<file path="config.mk">
export PLATFORM = sky130hd
export DESIGN_NAME = seq_alu
export DESIGN_NICKNAME = d
export VERILOG_FILES = /design/src/rtl/seq_alu.sv
export SDC_FILE = /design/constraint.sdc
export NUM_CORES = 1
export LEC_CHECK = 0
export CAP_MARGIN = 20
export CORE_UTILIZATION = 30
export DETAILED_ROUTE_END_ITERATION = 10
export SYNTH_ARGS = -nofsm -noshare
export SYNTH_HDL_FRONTEND = slang
export SYNTH_SLANG_ARGS = --single-unit
</file>
<file path="constraint.sdc">
create_clock -name clk -period 3.63 [get_ports clk]
set_clock_uncertainty 0.2 [all_clocks]
set_input_delay 0.726 -clock clk [delete_from_list [all_inputs] [get_ports clk]]
set_output_delay 0.726 -clock clk [all_outputs]
set_load 0.1 [all_outputs]
</file>
<file path="src/rtl/seq_alu.sv">
// seq_alu: registered ALU with valid/ready handshakes on both sides.
// Single-cycle ops load the result registers on the accepting edge; MUL runs
// a shift-add loop for word_size edges while holding off the producer.
module seq_alu #(
  parameter int word_size   = 32,
  parameter bit mult_enable = 1'b1
) (
  input  logic                 clk,
  input  logic                 rst_n,
  input  logic                 in_valid,
  output logic                 in_ready,
  input  logic [word_size-1:0] R2,
  input  logic [word_size-1:0] R3,
  input  logic [3:0]           ALUOp,
  output logic                 out_valid,
  input  logic                 out_ready,
  output logic [word_size-1:0] R1,
  output logic                 Zero,
  output logic                 Neg,
  output logic                 Carry,
  output logic                 Ovf,
  output logic                 Err
);

  localparam int SHW = $clog2(word_size);
  localparam int CW  = $clog2(word_size + 1);
  localparam int MSB = word_size - 1;

  localparam logic [3:0] OP_PASS = 4'h0;
  localparam logic [3:0] OP_NOT  = 4'h1;
  localparam logic [3:0] OP_ADD  = 4'h2;
  localparam logic [3:0] OP_SUB  = 4'h3;
  localparam logic [3:0] OP_OR   = 4'h4;
  localparam logic [3:0] OP_AND  = 4'h5;
  localparam logic [3:0] OP_XOR  = 4'h6;
  localparam logic [3:0] OP_SLT  = 4'h7;
  localparam logic [3:0] OP_SLTU = 4'h8;
  localparam logic [3:0] OP_SLL  = 4'h9;
  localparam logic [3:0] OP_SRL  = 4'hA;
  localparam logic [3:0] OP_SRA  = 4'hB;
  localparam logic [3:0] OP_MUL  = 4'hC;
  localparam logic [3:0] OP_NOR  = 4'hD;

  typedef enum logic [0:0] {
    IDLE = 1'b0,
    MULT = 1'b1
  } state_t;

  state_t               state_q, state_d;
  logic [CW-1:0]        count_q, count_d;
  logic [word_size-1:0] mcand_q, mcand_d;
  logic [word_size-1:0] mplier_q, mplier_d;
  logic [word_size-1:0] acc_q, acc_d;
  logic [word_size-1:0] r1_q, r1_d;
  logic                 zero_q, zero_d;
  logic                 neg_q, neg_d;
  logic                 carry_q, carry_d;
  logic                 ovf_q, ovf_d;
  logic                 err_q, err_d;
  logic                 out_valid_q, out_valid_d;

  logic                 accept_s;
  logic                 consume_s;
  logic                 is_mul_s;
  logic [SHW-1:0]       shamt_s;
  logic [word_size:0]   sum_s;
  logic [word_size:0]   diff_s;
  logic [word_size-1:0] alu_res_s;
  logic                 alu_carry_s;
  logic                 alu_ovf_s;
  logic                 alu_err_s;
  logic [word_size-1:0] acc_step_s;

  // Handshake: ready depends only on state and the output slot, never on in_valid.
  assign in_ready  = (state_q == IDLE) && (!out_valid_q || out_ready);
  assign accept_s  = in_valid && in_ready;
  assign consume_s = out_valid_q && out_ready;
  assign is_mul_s  = (ALUOp == OP_MUL) && mult_enable;

  // Carry-out adders: SUB is R2 + ~R3 + 1 so carry = 1 means no borrow.
  assign shamt_s    = R3[SHW-1:0];
  assign sum_s      = {1'b0, R2} + {1'b0, R3};
  assign diff_s     = {1'b0, R2} + {1'b0, ~R3} + {{word_size{1'b0}}, 1'b1};
  assign acc_step_s = mplier_q[0] ? (acc_q + mcand_q) : acc_q;

  assign R1        = r1_q;
  assign Zero      = zero_q;
  assign Neg       = neg_q;
  assign Carry     = carry_q;
  assign Ovf       = ovf_q;
  assign Err       = err_q;
  assign out_valid = out_valid_q;

  // Single-cycle result and flags for the op currently on the input port.
  always_comb begin
    alu_res_s   = {word_size{1'b0}};
    alu_carry_s = 1'b0;
    alu_ovf_s   = 1'b0;
    alu_err_s   = 1'b0;
    case (ALUOp)
      OP_PASS: alu_res_s = R2;
      OP_NOT:  alu_res_s = ~R2;
      OP_ADD: begin
        alu_res_s   = sum_s[MSB:0];
        alu_carry_s = sum_s[word_size];
        alu_ovf_s   = (R2[MSB] == R3[MSB]) && (sum_s[MSB] != R2[MSB]);
      end
      OP_SUB: begin
        alu_res_s   = diff_s[MSB:0];
        alu_carry_s = diff_s[word_size];
        alu_ovf_s   = (R2[MSB] != R3[MSB]) && (diff_s[MSB] != R2[MSB]);
      end
      OP_OR:   alu_res_s = R2 | R3;
      OP_AND:  alu_res_s = R2 & R3;
      OP_XOR:  alu_res_s = R2 ^ R3;
      OP_SLT:  alu_res_s = {{(word_size-1){1'b0}}, ($signed(R2) < $signed(R3))};
      OP_SLTU: alu_res_s = {{(word_size-1){1'b0}}, (R2 < R3)};
      OP_SLL:  alu_res_s = R2 << shamt_s;
      OP_SRL:  alu_res_s = R2 >> shamt_s;
      OP_SRA:  alu_res_s = $unsigned($signed(R2) >>> shamt_s);
      OP_MUL: begin
        // With the multiplier built in, MUL never takes this path's result.
        if (mult_enable) begin
          alu_err_s = 1'b0;
        end else begin
          alu_err_s = 1'b1;
        end
      end
      OP_NOR:  alu_res_s = ~(R2 | R3);
      default: alu_err_s = 1'b1;
    endcase
  end

  // Next-state: MUL accept enters MULT, leaving once the count reaches its last step.
  always_comb begin
    state_d = state_q;
    case (state_q)
      IDLE: begin
        if (accept_s && is_mul_s) begin
          state_d = MULT;
        end else begin
          state_d = IDLE;
        end
      end
      MULT: begin
        if (count_q == CW'(1)) begin
          state_d = IDLE;
        end else begin
          state_d = MULT;
        end
      end
      default: state_d = IDLE;
    endcase
  end

  // Output/datapath next values: result load, output hold and shift-add steps.
  always_comb begin
    count_d     = count_q;
    mcand_d     = mcand_q;
    mplier_d    = mplier_q;
    acc_d       = acc_q;
    r1_d        = r1_q;
    zero_d      = zero_q;
    neg_d       = neg_q;
    carry_d     = carry_q;
    ovf_d       = ovf_q;
    err_d       = err_q;
    out_valid_d = out_valid_q;
    case (state_q)
      IDLE: begin
        if (accept_s) begin
          if (is_mul_s) begin
            mcand_d     = R2;
            mplier_d    = R3;
            acc_d       = {word_size{1'b0}};
            count_d     = CW'(word_size);
            out_valid_d = 1'b0;
          end else begin
            r1_d        = alu_res_s;
            zero_d      = (alu_res_s == {word_size{1'b0}});
            neg_d       = alu_res_s[MSB];
            carry_d     = alu_carry_s;
            ovf_d       = alu_ovf_s;
            err_d       = alu_err_s;
            out_valid_d = 1'b1;
          end
        end else if (consume_s) begin
          out_valid_d = 1'b0;
        end else begin
          out_valid_d = out_valid_q;
        end
      end
      MULT: begin
        acc_d    = acc_step_s;
        mcand_d  = {mcand_q[MSB-1:0], 1'b0};
        mplier_d = {1'b0, mplier_q[MSB:1]};
        count_d  = count_q - CW'(1);
        if (count_q == CW'(1)) begin
          r1_d        = acc_step_s;
          zero_d      = (acc_step_s == {word_size{1'b0}});
          neg_d       = acc_step_s[MSB];
          carry_d     = 1'b0;
          ovf_d       = 1'b0;
          err_d       = 1'b0;
          out_valid_d = 1'b1;
        end else begin
          out_valid_d = 1'b0;
        end
      end
      default: out_valid_d = 1'b0;
    endcase
  end

  // State register.
  always_ff @(posedge clk or negedge rst_n) begin
    if (!rst_n) begin
      state_q <= IDLE;
    end else begin
      state_q <= state_d;
    end
  end

  // Datapath and output registers; reset discards any partial product.
  always_ff @(posedge clk or negedge rst_n) begin
    if (!rst_n) begin
      count_q     <= {CW{1'b0}};
      mcand_q     <= {word_size{1'b0}};
      mplier_q    <= {word_size{1'b0}};
      acc_q       <= {word_size{1'b0}};
      r1_q        <= {word_size{1'b0}};
      zero_q      <= 1'b0;
      neg_q       <= 1'b0;
      carry_q     <= 1'b0;
      ovf_q       <= 1'b0;
      err_q       <= 1'b0;
      out_valid_q <= 1'b0;
    end else begin
      count_q     <= count_d;
      mcand_q     <= mcand_d;
      mplier_q    <= mplier_d;
      acc_q       <= acc_d;
      r1_q        <= r1_d;
      zero_q      <= zero_d;
      neg_q       <= neg_d;
      carry_q     <= carry_d;
      ovf_q       <= ovf_d;
      err_q       <= err_d;
      out_valid_q <= out_valid_d;
    end
  end

endmodule

</file>
==> results.txt <==
Final ANT Viol Nets: 0
Period minus WS final: 4.27 ns
Worst Setup Path Type: primary input to register
Layout net count: 3548
# IOs: 111
Maxcap violations: 0
Fmax: 0.234 GHz
Initial Util: 30.5%
Setup WS post-layout: -0.642 ns
Sequential fraction of the synthesis area: 18.9%
Yosys reg bits: 140
Setup-failing EPs final: 17
Worst EP required: 3.85 ns
Syn avg cell area: 7.55 um2
RSZ-0062 raised after global routing: true
Vias in the first global route: 23800
Fraction of registers with async set/reset: 100%
CTS Buf Count: 17
DRC Markers: 0
Clock Latency Late Sink: 0.49 ns
Delay-heaviest family, CP: simple AND/OR/NAND/NOR gates
Status: finished with violations
Synth Flop Type: dfrtp_1
Root Buffer: clkbuf_16
Placer Congestion: 1.07
Post-synthesis net count: 2671
First-pass iteration count of the detailed router: 5
CTS Hold Bufs: 0
Crit-path cells: dlygate4sd2_1 > mux4_2 > mux2_4 > a32oi_2 > o211ai_1 > a21oi_2 > or3b_4 > nor4_4 > nand4b_1 > nor4_4 > buf_4 > nand4_1 > o31ai_2 > a31o_1
Hold crit path type: primary input to asynchronous set/reset pin
P_sw: 10.0 mW
Max VDD drop: 0.492 mV
Sw Ratio: 50.5%
Mapped cell area: 0.0185 mm2
Distinct cells, synth: 101
WP data arrival: 4.49 ns
Leakage: 13.2 nW
PD cells: 668 mW/mm2
Max-slew violations: 0
Post-DP HPWL: 84.1 mm
Synth area leaders: dfrtp_1 (19%), ha_1 (9.9%), nor2_1 (6.1%)
Routed wire per std cell: 25.6 um
Die area: 0.0627 mm2
CTS HTree Levels: 4
# rows: 90
Final wirelength: 105 mm
Gr usage total: 33.2%
Endpoints failing hold: 0
CTS tree: built
DP Area: 0.0266 mm2
Number of enable flip-flop cells after synthesis: 0
Int Pwr: 9.85 mW
Clk slew on worst S/H paths: 0.07 ns
Gate Count Post-Synth: 2449
CP bufs+invs: 2
Input/output buffers: 110
Startpoint Class: primary input
Synth area leader: dfrtp_1
Global-route wire length before repair: 155 mm
Crit-path max cell delay: 0.57 ns
Relative slew slack: 39.3%
Fin area: 0.0298 mm2
Vias per std cell: 5.80
Initial antenna violation count: 1
Yosys synthesis warning count: 0
Register share of total power: 14.5%
Pre-CTS WS: -2.06 ns
Crit path capture type: register
Share of cells above drive strength 1: 43.5%
Crit share post-route: 118%
Pin count of the biggest net entering global routing: 67
Overflow after GRT: 0
Iter 0 DRT Violations: 2433
Combinational power share: 75.2%
Most frequent CP cell: nor4_4
Core area: 0.0607 mm2
Worst-path maximum fanout: 3
Yosys top cell area share: 18.9%
CP max stage cell: mux4_2
Least-Margin Pin Slew: 0.908 ns
CTS max path bufs: 2
Clock share of power: 10.3%
Total clock sinks: 140
Die width: 250 um
Via count: 23900
P&R area growth vs syn: 60.9%
Failing checks: negative setup slack
Die height: 250 um
[path summary, 6_finish.rpt]
kind                             from    endpoint  slack, ns  cells after the start
max                            R2[26]        Zero      -0.64                     14
min                             rst_n   acc_q[11]       0.04                      1
max reg2reg                mcand_q[0]        Zero      -0.52                     14
min reg2reg                    R1[11]      R1[11]       0.29                      2
max in group asynchronous       rst_n  mcand_q[1]       2.35                      2
min in group clk               R1[11]      R1[11]       0.29                      2
[logic make-up (layout without fill, tap and decap cells)]
family          Yosys count  after routing  share of synthesized area [%]
compound gates          844            844                           30.7
simple gates            801            801                           19.4
buf+inv                 322           1212                           7.15
mux                     151            151                           11.6
fa+ha+maj               150            150                           10.3
flops                   140            140                           18.9
xor+xnor                 41             41                           1.94
other cells               0              1                              0
[area by class of cell]
| type | count | area (um2) |
|---|---|---|
| Antenna cell | 1 | 2.50 |
| Clock buffer | 18 | 429 |
| Clock inverter | 14 | 205 |
| Fill cell | 5943 | 30900 |
| Inverter | 112 | 459 |
| Multi-Input combinational cell | 1987 | 15600 |
| Sequential cell | 140 | 3510 |
| Tap cell | 782 | 978 |
| Timing Repair Buffer | 1068 | 8580 |
[metal layers]
layer  GRT usage (%)  vias up  wire (um)  part of all wire [%]
met1            43.1    11700      44100                    42
met4            15.8        2       5820                   5.5
met3            6.42      239       8160                   7.7
met2            52.8     1089      47400                    45
met5               0        -         31                 0.029
li1                -    10800          -                     -
[timing repair]
item / in CTS / in global routing
buffers inserted: 68 / 27
gates cloned: 0 / 0
pin swaps: 108 / 93
setup endpoints to repair: 38 / 32
resized for setup: 372 / 162
[metrics by stage]
stage | total power [mW] | cells | utilization (%) | hold WS (ns) | setup TNS, ns
4_1_cts | 19.1 | 4101 | 47.8 | 0.0486 | -2.51
6_report | 19.9 | 4122 | 49.0 | 0.0383 | -3.10
5_1_grt | 21.0 | 4121 | 49.0 | 0.0814 | -5.14
2_1_floorplan | 10.0 | 2449 | - | 0.230 | -2.56
3_5_place_dp | 16.0 | 4004 | 43.8 | 0.268 | -36.91
3_3_place_gp | 15.9 | 4004 | 43.8 | 0.264 | -36.66
[worst reg2reg max path: stages, from the launching register on]
cell and delay, ns:
dfrtp_2 0.47, ha_4 0.20, fa_2 0.44, a211oi_4 0.32, o21ai_4 0.14, a21boi_2 0.22, o21ai_4 0.10, a211oi_2 0.26
xnor2_1 0.09, mux2_2 0.28, or4_4 0.49, nor4_4 0.24, nand4_1 0.21, nor4_4 0.24, a31o_1 0.19
[cell usage in the layout (no fill, tap or decap), types with 22 or more instances in the layout]
cell type | Yosys | routed
nor3_1 | 44 | 33
inv_1 | 109 | 79
inv_2 | 1 | 25
o211ai_1 | 29 | 29
mux2_2 | 42 | 32
buf_4 | 4 | 924
nand2_1 | 257 | 250
ha_4 | 0 | 34
mux2i_1 | 63 | 57
o21ai_0 | 155 | 126
mux4_2 | 44 | 45
ha_1 | 147 | 110
nor2b_1 | 26 | 23
dfrtp_1 | 140 | 135
a22oi_1 | 43 | 41
a21oi_2 | 4 | 34
a21oi_1 | 193 | 159
o22ai_1 | 91 | 88
a21o_1 | 29 | 28
o221ai_1 | 26 | 22
nor2_1 | 301 | 288
buf_6 | 6 | 54
nand3_1 | 42 | 39
[registers in the layout, indices dropped and copies added (netlist names)]
name and cells:
mcand_q 32, Err 1, R1 32, state_q 1, out_valid 1, acc_q 32, Ovf 1, count_q 6
Carry 1, Zero 1, mplier_q 32
[power by group through the flow]
stage	clock network [mW]	logic [mW]	registers (mW)
after floorplan	0	5.98	4.04
after global placement	0	13.0	2.86
after detailed placement	0	13.1	2.89
after CTS	2.07	14.2	2.89
after global routing	2.12	15.9	2.95
final	2.04	15.0	2.89
[cells in the mapped netlist, drive strengths merged (21+ instances only)]
cell and n:
nand2 257, a31oi 24, o31ai 25, a211oi 26, mux2i 64, a21oi 197, a21o 29, mux4 45
o221ai 26, dfrtp 140, o211ai 29, inv 110, buf 57, ha 147, nand3 42, nor2 301
nor2b 26, clkbuf 153, a221oi 28, xnor2 24, mux2 42, o22ai 91, a22o 21, o21ai 161
a22oi 43, nor3 45
(Power assumes the default switching activity.)
